==> src/rtl/game_round_controller.sv <==
// Round sequencer for the two-player shooting game.
// Owns the round state machine, both health counters, the countdown digit
// and the per-frame datapath update strobe. Single clock domain (game_clk).
module game_round_controller #(
  parameter int MAX_HEALTH      = 2,
  parameter int COUNT_FRAMES    = 60,
  parameter int FREEZE_FRAMES   = 20,
  parameter int WIN_HOLD_FRAMES = 120
) (
  input  logic       game_clk,
  input  logic       reset,
  input  logic       frame_tick_i,
  input  logic       start_i,
  input  logic       hit_p1_i,
  input  logic       hit_p2_i,
  output logic [2:0] state_o,
  output logic       run_en_o,
  output logic       load_pos_o,
  output logic [1:0] countdown_o,
  output logic [1:0] p1_health_o,
  output logic [1:0] p2_health_o
);

  typedef enum logic [2:0] {
    MENU      = 3'd0,
    COUNTDOWN = 3'd1,
    RUNNING   = 3'd2,
    FREEZE    = 3'd3,
    WIN_P1    = 3'd4,
    WIN_P2    = 3'd5,
    DRAW      = 3'd6
  } state_t;

  localparam logic [6:0] CNT_MAX     = 7'd127;
  localparam logic [6:0] COUNT_LAST  = 7'(COUNT_FRAMES - 1);
  localparam logic [6:0] FREEZE_LAST = 7'(FREEZE_FRAMES - 1);
  localparam logic [6:0] WIN_HOLD    = 7'(WIN_HOLD_FRAMES);
  localparam logic [1:0] HEALTH_FULL = 2'(MAX_HEALTH);

  state_t     state_q, state_d;
  logic [6:0] frameCnt_q, frameCnt_d;
  logic [1:0] countdown_q, countdown_d;
  logic [1:0] p1Health_q, p1Health_d;
  logic [1:0] p2Health_q, p2Health_d;
  logic       runEn_q, runEn_d;
  logic       loadPos_q, loadPos_d;
  logic       start_q;

  logic       press;
  logic [6:0] cntInc;
  logic [1:0] p1Dec;
  logic [1:0] p2Dec;

  assign press  = start_i & ~start_q;
  assign cntInc = (frameCnt_q == CNT_MAX) ? frameCnt_q : frameCnt_q + 7'd1;
  assign p1Dec  = (hit_p1_i && p1Health_q != 2'd0) ? p1Health_q - 2'd1 : p1Health_q;
  assign p2Dec  = (hit_p2_i && p2Health_q != 2'd0) ? p2Health_q - 2'd1 : p2Health_q;

  // Next-state decode: round transitions, health updates and frame counting.
  always_comb begin
    state_d     = state_q;
    frameCnt_d  = frame_tick_i ? cntInc : frameCnt_q;
    countdown_d = countdown_q;
    p1Health_d  = p1Health_q;
    p2Health_d  = p2Health_q;
    runEn_d     = (state_q == RUNNING) && frame_tick_i;
    loadPos_d   = 1'b0;
    case (state_q)
      MENU: begin
        if (press) begin
          state_d     = COUNTDOWN;
          frameCnt_d  = 7'd0;
          countdown_d = 2'd3;
          p1Health_d  = HEALTH_FULL;
          p2Health_d  = HEALTH_FULL;
          loadPos_d   = 1'b1;
        end
      end
      COUNTDOWN: begin
        // The counter restarts at each digit step because it cannot hold a full 3-step count.
        if (frame_tick_i && frameCnt_q == COUNT_LAST) begin
          frameCnt_d = 7'd0;
          if (countdown_q <= 2'd1) begin
            state_d     = RUNNING;
            countdown_d = 2'd0;
          end else begin
            countdown_d = countdown_q - 2'd1;
          end
        end
      end
      RUNNING: begin
        if (hit_p1_i || hit_p2_i) begin
          p1Health_d = p1Dec;
          p2Health_d = p2Dec;
          frameCnt_d = 7'd0;
          if (p1Dec == 2'd0 && p2Dec == 2'd0) begin
            state_d = DRAW;
          end else if (p1Dec == 2'd0) begin
            state_d = WIN_P2;
          end else if (p2Dec == 2'd0) begin
            state_d = WIN_P1;
          end else begin
            state_d = FREEZE;
          end
        end
      end
      FREEZE: begin
        if (frame_tick_i && frameCnt_q == FREEZE_LAST) begin
          state_d    = RUNNING;
          frameCnt_d = 7'd0;
        end
      end
      WIN_P1, WIN_P2, DRAW: begin
        // Presses before the hold time has elapsed are simply dropped.
        if (press && frameCnt_q >= WIN_HOLD) begin
          state_d    = MENU;
          frameCnt_d = 7'd0;
        end
      end
      default: begin
        state_d     = MENU;
        frameCnt_d  = 7'd0;
        countdown_d = 2'd0;
      end
    endcase
  end

  // State and output registers; start_q resets high so a held button is not a press.
  always_ff @(posedge game_clk or posedge reset) begin
    if (reset) begin
      state_q     <= MENU;
      frameCnt_q  <= 7'd0;
      countdown_q <= 2'd0;
      p1Health_q  <= HEALTH_FULL;
      p2Health_q  <= HEALTH_FULL;
      runEn_q     <= 1'b0;
      loadPos_q   <= 1'b0;
      start_q     <= 1'b1;
    end else begin
      state_q     <= state_d;
      frameCnt_q  <= frameCnt_d;
      countdown_q <= countdown_d;
      p1Health_q  <= p1Health_d;
      p2Health_q  <= p2Health_d;
      runEn_q     <= runEn_d;
      loadPos_q   <= loadPos_d;
      start_q     <= start_i;
    end
  end

  assign state_o     = state_q;
  assign run_en_o    = runEn_q;
  assign load_pos_o  = loadPos_q;
  assign countdown_o = countdown_q;
  assign p1_health_o = p1Health_q;
  assign p2_health_o = p2Health_q;

endmodule

==> config.mk <==
export PLATFORM = sky130hd
export DESIGN_NAME = game_round_controller
export DESIGN_NICKNAME = d
export VERILOG_FILES = /design/src/rtl/game_round_controller.sv
export SDC_FILE = /design/constraint.sdc
export NUM_CORES = 1
export LEC_CHECK = 0
export ABC_CLOCK_PERIOD_IN_PS = 2000
export CORE_AREA = 2 2 78 50
export DETAILED_ROUTE_END_ITERATION = 10
export DIE_AREA = 0 0 80 52
export HOLD_SLACK_MARGIN = 0.12
export PLACE_DENSITY = 0.63
export SYNTH_ARGS = -nofsm -noshare
export SYNTH_HDL_FRONTEND = slang
export SYNTH_SLANG_ARGS = --single-unit
==> constraint.sdc <==
create_clock -name game_clk -period 2 [get_ports game_clk]
set_input_delay 0.3 -clock game_clk [delete_from_list [all_inputs] [get_ports game_clk]]
set_output_delay 0.3 -clock game_clk [all_outputs]
set_load 0.05 [all_outputs]
Word level (Yosys, flattened, before mapping) --
Index checks and enable logic that the tools add are counted.
Storage, ports and cells: register bits 19, input bits 6, output and inout bits 11
Cells by class: add/subtract/negate cells 4, magnitude comparators 2, equality and inequality tests 15, mux-type cells 31, bitwise operators 3, reductions and logical operators 19
Operators with widths (number):
- 2-to-1 mux 7 bit | 7
- case mux 7 bit (5 select lines) | 1
- 2-to-1 mux 3 bit | 9
- 2-to-1 mux 2 bit | 8
- case mux 3 bit (5 select lines) | 1
- != test 2 bit, second input constant | 5
- == test 3 bit, second input constant | 3
- case mux 2 bit (2 select lines) | 2
- adder 7 x 1 -> 7 bit, second input constant | 1
- == test 7 x 5 -> 1 bit, second input constant | 1
- == test 7 x 6 -> 1 bit, second input constant | 1
- == test 7 bit, second input constant | 1
- >= comparator 7 bit, second input constant | 1
- logical AND 1 bit | 7
- == test 3 x 2 -> 1 bit, second input constant | 2
- case mux 2 bit (3 select lines) | 1
- AND reduction 3 bit | 2
- AND reduction 6 bit | 1
- nonzero test 2 bit | 3
- subtractor 2 x 1 -> 2 bit, second input constant | 3
- OR reduction 5 bit | 1
- zero test 2 bit | 2
- == test 3 x 1 -> 1 bit, second input constant | 1
- zero test 3 bit | 1
- 7 further kinds | 9

Depth between registers and ports, before layout --
depth in word-level cells 9, depth in mapped cells 9, mapped depth without buffers 9

Least setup slack after synthesis --
Ideal clock, no wire load.
path kind register to register, start point reg p2Health_q[0] (netlist: p2_health_o[0]), end point reg state_q[1] (netlist: state_o[1]), arrival time 2.008 ns, setup slack -0.086 ns, stages on the path, launching flop included 10, path buffers 0, clock period less this slack 2.086 ns, path through dfrtp_1 -> inv_1 -> ha_1 -> nor2b_1 -> and3_2 -> nor2_1 -> ha_1 -> nor2b_1 -> o21ai_0 -> a21oi_1
On the way: cells in the longest elaborated chain, start to end 9, elaborated cells between the ends (all ways) 11, classes of those cells add/sub (1); mux (6); reduce/logical (4)
RTL lines:
- start, declared | line 44 | logic [1:0] p2Health_q, p2Health_d;
- start signal, assigned | line 144 | p2Health_q <= p2Health_d;
- branches (longest 2 deep; another with subtractor 2 x 1 -> 2 bit)
- 2-to-1 mux 2 bit (*) | line 57 | assign p2Dec = (hit_p2_i && p2Health_q != 2'd0) ? p2Health_q - 2'd1 : p2Health_q;
- zero test 2 bit (*) | line 96, 100
- 2-to-1 mux 3 bit | line 100 | end else if (p2Dec == 2'd0) begin
- 2-to-1 mux 3 bit | line 98 | end else if (p1Dec == 2'd0) begin
- 2-to-1 mux 3 bit (*) | line 96 | if (p1Dec == 2'd0 && p2Dec == 2'd0) begin
- 2-to-1 mux 3 bit (*) | line 92 | if (hit_p1_i || hit_p2_i) begin
- case mux 3 bit (5 select lines) (*) | line 68 | case (state_q)
- end signal, assigned | line 140 | state_q <= state_d;
- end, declared | line 40 | state_t state_q, state_d;
Mark *: on every way between the ends. The select of a mux whose other input is x is not followed. A chain may end at the register's enable or synchronous reset.

Final worst setup path --
start point reg p1Health_q[1] (netlist: p1_health_o[1]), end point out p1_health_o[1]
RTL lines:
- start, declared | line 43 | logic [1:0] p1Health_q, p1Health_d;
- start signal, assigned | line 143 | p1Health_q <= p1Health_d;
- end, declared | line 20 | output logic [1:0] p1_health_o,
No word-level cell between the ends.

==> impl_metrics.json <==
{
  "power_density_nw_per_um2": 1400,
  "io_buffers": 16,
  "crit_chain": "clkdlybuf4s50_1",
  "setup_violations": 0,
  "die_h_um": 52,
  "die_area_sq_um": 4160,
  "root_buffer": "clkbuf_8",
  "cts_buffers": 3,
  "fin_util": 0.414,
  "area_growth_pct": 23.8,
  "layout_common_cells": "14 x dfrtp_1, 12 x clkdlybuf4s50_1, 12 x buf_4, 11 x inv_1, 10 x nor2_1",
  "clkSinkCount": 19,
  "drtIter0Drc": 86,
  "path_buf_inv": 1,
  "die_w_um": 80,
  "drive_above_1_share": 0.186,
  "cts_tree": "yes",
  "finClkSkew_ns": 0.00177,
  "clk_latency_ns": 0.25,
  "clockBufferDepth": 2,
  "n_antenna_cell": 0,
  "swShare": 0.471,
  "ff_latch_area_sq_um": 482,
  "arrival_ns": 1.62,
  "post_cts_buffers": 0,
  "crit_fanout": 4,
  "wl_per_cell_um": 14.4,
  "synth_edf_count": 0,
  "multi_input_area_sq_um": 607,
  "yosysSeqAreaShare": 0.411,
  "grt_max_degree": 14,
  "cap_violations": 0,
  "vias": 1006,
  "pre_cts_slack_ns": -0.0281,
  "power.share.clock": 0.133,
  "finalMaxSlewViolations": 0,
  "startpoint_type": "register",
  "syn-cell-area_sq_um": 1170,
  "setup_ws_ns": 0.0784,
  "hold_buffers": 0,
  "htreeDepth": 1,
  "synthDistinctLibCells": 40,
  "synth-main-ff-cell": "dfrtp_1",
  "dp_hpwl_um": 2120,
  "r2r-end": "state_o[1]$_DFFE_PP0P_",
  "fin_setup_tns_ns": 0,
  "clkTransAtPathRegs_ns": 0.07,
  "leakagePower_nw": 0.641,
  "synth_nets": 132,
  "p_seq_frac": 0.302,
  "fmax_mhz": 520,
  "outcome": "completed",
  "ys_seq_elements": 19,
  "critPathKind": "register to output pin",
  "placementRows": 17,
  "avgSynthCellArea_sq_um": 9.64,
  "cp.required_ns": 1.70,
  "synthArstFlopShare": 1.00,
  "viasPerCell": 5.24,
  "period_needed_ns": 1.92,
  "endpoint_kind": "output pin",
  "final_common_cell": "dfrtp_1",
  "hold_viol": 0,
  "relSlewSlack": 0.665,
  "nets": 157,
  "reg2regPathDepth": 9,
  "cts_resized": 0,
  "core_sq_um": 3490,
  "antenna_found_initial": 0,
  "routed_wl_um": 2760,
  "critPathMaxStageDelay_ns": 0.80,
  "peakVddDrop_uv": 493,
  "initial_core_util": 0.334,
  "tightest_slew_ns": 0.501,
  "gp_congestion": 0.876,
  "hold_ws_ns": 0.290,
  "yosysWarnings": 0,
  "synth_cells": 121,
  "crit_family": "buffers and inverters",
  "io_pins": 17,
  "fillers": 354,
  "critPathLaunch": "p1_health_o[1]$_DFFE_PP1P_",
  "first_global_vias": 950,
  "grtUsageTotal": 0.145,
  "drt_pre_antenna_iters": 4,
  "grt_setup_unrepaired": "false",
  "p_int_w": 0.00107,
  "grt_pass1_wl_um": 4660,
  "critical-path-slowest-cell": "clkdlybuf4s50_1",
  "pwr-share-comb": 0.565,
  "ant_nets": 0,
  "rrSetupSlack_ns": 0.12,
  "period_share": 0.961,
  "drc": 0,
  "hp-class": "primary input to async pin",
  "worstReg2RegStart": "p2_health_o[1]$_DFFE_PP1P_",
  "grt_overflow_total": 0,
  "switching_power_w": 0.000951
}
## cells by family (layout without fill, tap and decap cells)
group,count (synthesis),count (layout),share of synthesized area
AOI/OAI and AO/OA,33,33,0.209
xor gates and xnor gates,3,3,0.0225
adders and majority gates,5,5,0.0536
buffers and inverters,15,39,0.0708
DFF,19,19,0.411
muxes,1,1,0.00858
and+or+nand+nor,45,45,0.224
## synthesized netlist by cell type (2+ instances only)
master     count  area, sq um
dfrtp_1       16          400
inv_1         11         41.3
nor2_1        10         37.5
nand2_1        9         33.8
a21oi_1        7         35.0
o21ai_0        7         35.0
nand3_1        6         30.0
ha_1           5         62.6
a31oi_1        3         18.8
buf_6          3         33.8
dfstp_2        3         78.8
nor2b_1        3         18.8
nor3_1         3         15.0
o211ai_1       3         22.5
and3_1         2         12.5
nand4_1        2         12.5
nand4bb_1      2         22.5
o211a_1        2         20.0
o21a_1         2         15.0
xor2_1         2         17.5
## state kept, by name, indices dropped and copies added, names as in the netlist
| name | cells |
|---|---|
| run_en_o | 1 |
| countdown_o | 2 |
| p1_health_o | 2 |
| p2_health_o | 2 |
| load_pos_o | 1 |
| frameCnt_q | 7 |
| start_q | 1 |
| state_o | 3 |
## stage by stage
step,instance area [sq um],power [W],cells
global route,1440,0.00217,192
floorplan,1170,0.00144,121
finish,1440,0.00202,192
global placement,1400,0.00172,188
detailed placement,1400,0.00174,188
CTS,1440,0.00202,192
## worst max path at each step
stage / endpoint / slack (ns) / cells past startpoint
global route: state_o[1]$_DFFE_PP0P_ / 0.008 / 9
finish: p1_health_o[1] / 0.08 / 1
global placement: state_o[0]$_DFFE_PP0P_ / -0.03 / 5
detailed placement: state_o[0]$_DFFE_PP0P_ / -0.03 / 5
CTS: p1_health_o[1] / 0.07 / 1
floorplan: state_o[1]$_DFFE_PP0P_ / 0.01 / 9
## metal layers
layer	vias up	routed length [um]	track usage
met4	0	6	0.0141
met3	2	171	0.0434
met1	486	1450	0.222
li1	484	-	-
met2	34	1130	0.206
met5	-	0	0
## cell type report
type	instances	share of cell area
multi-input combinational	87	0.420
sequential	19	0.334
timing repair buffer	24	0.146
tap	47	0.0407
clock buffer	4	0.0312
inverter	11	0.0286
## power groups by stage
stage          registers (W)  clock network, W  logic [W]
3_3_place_gp        0.000612                 0    0.00111
5_1_grt             0.000625          0.000288    0.00126
3_5_place_dp        0.000612                 0    0.00113
2_1_floorplan       0.000831                 0   0.000606
6_report            0.000609          0.000268    0.00114
4_1_cts             0.000607          0.000275    0.00114
(Power assumes the default switching activity.)
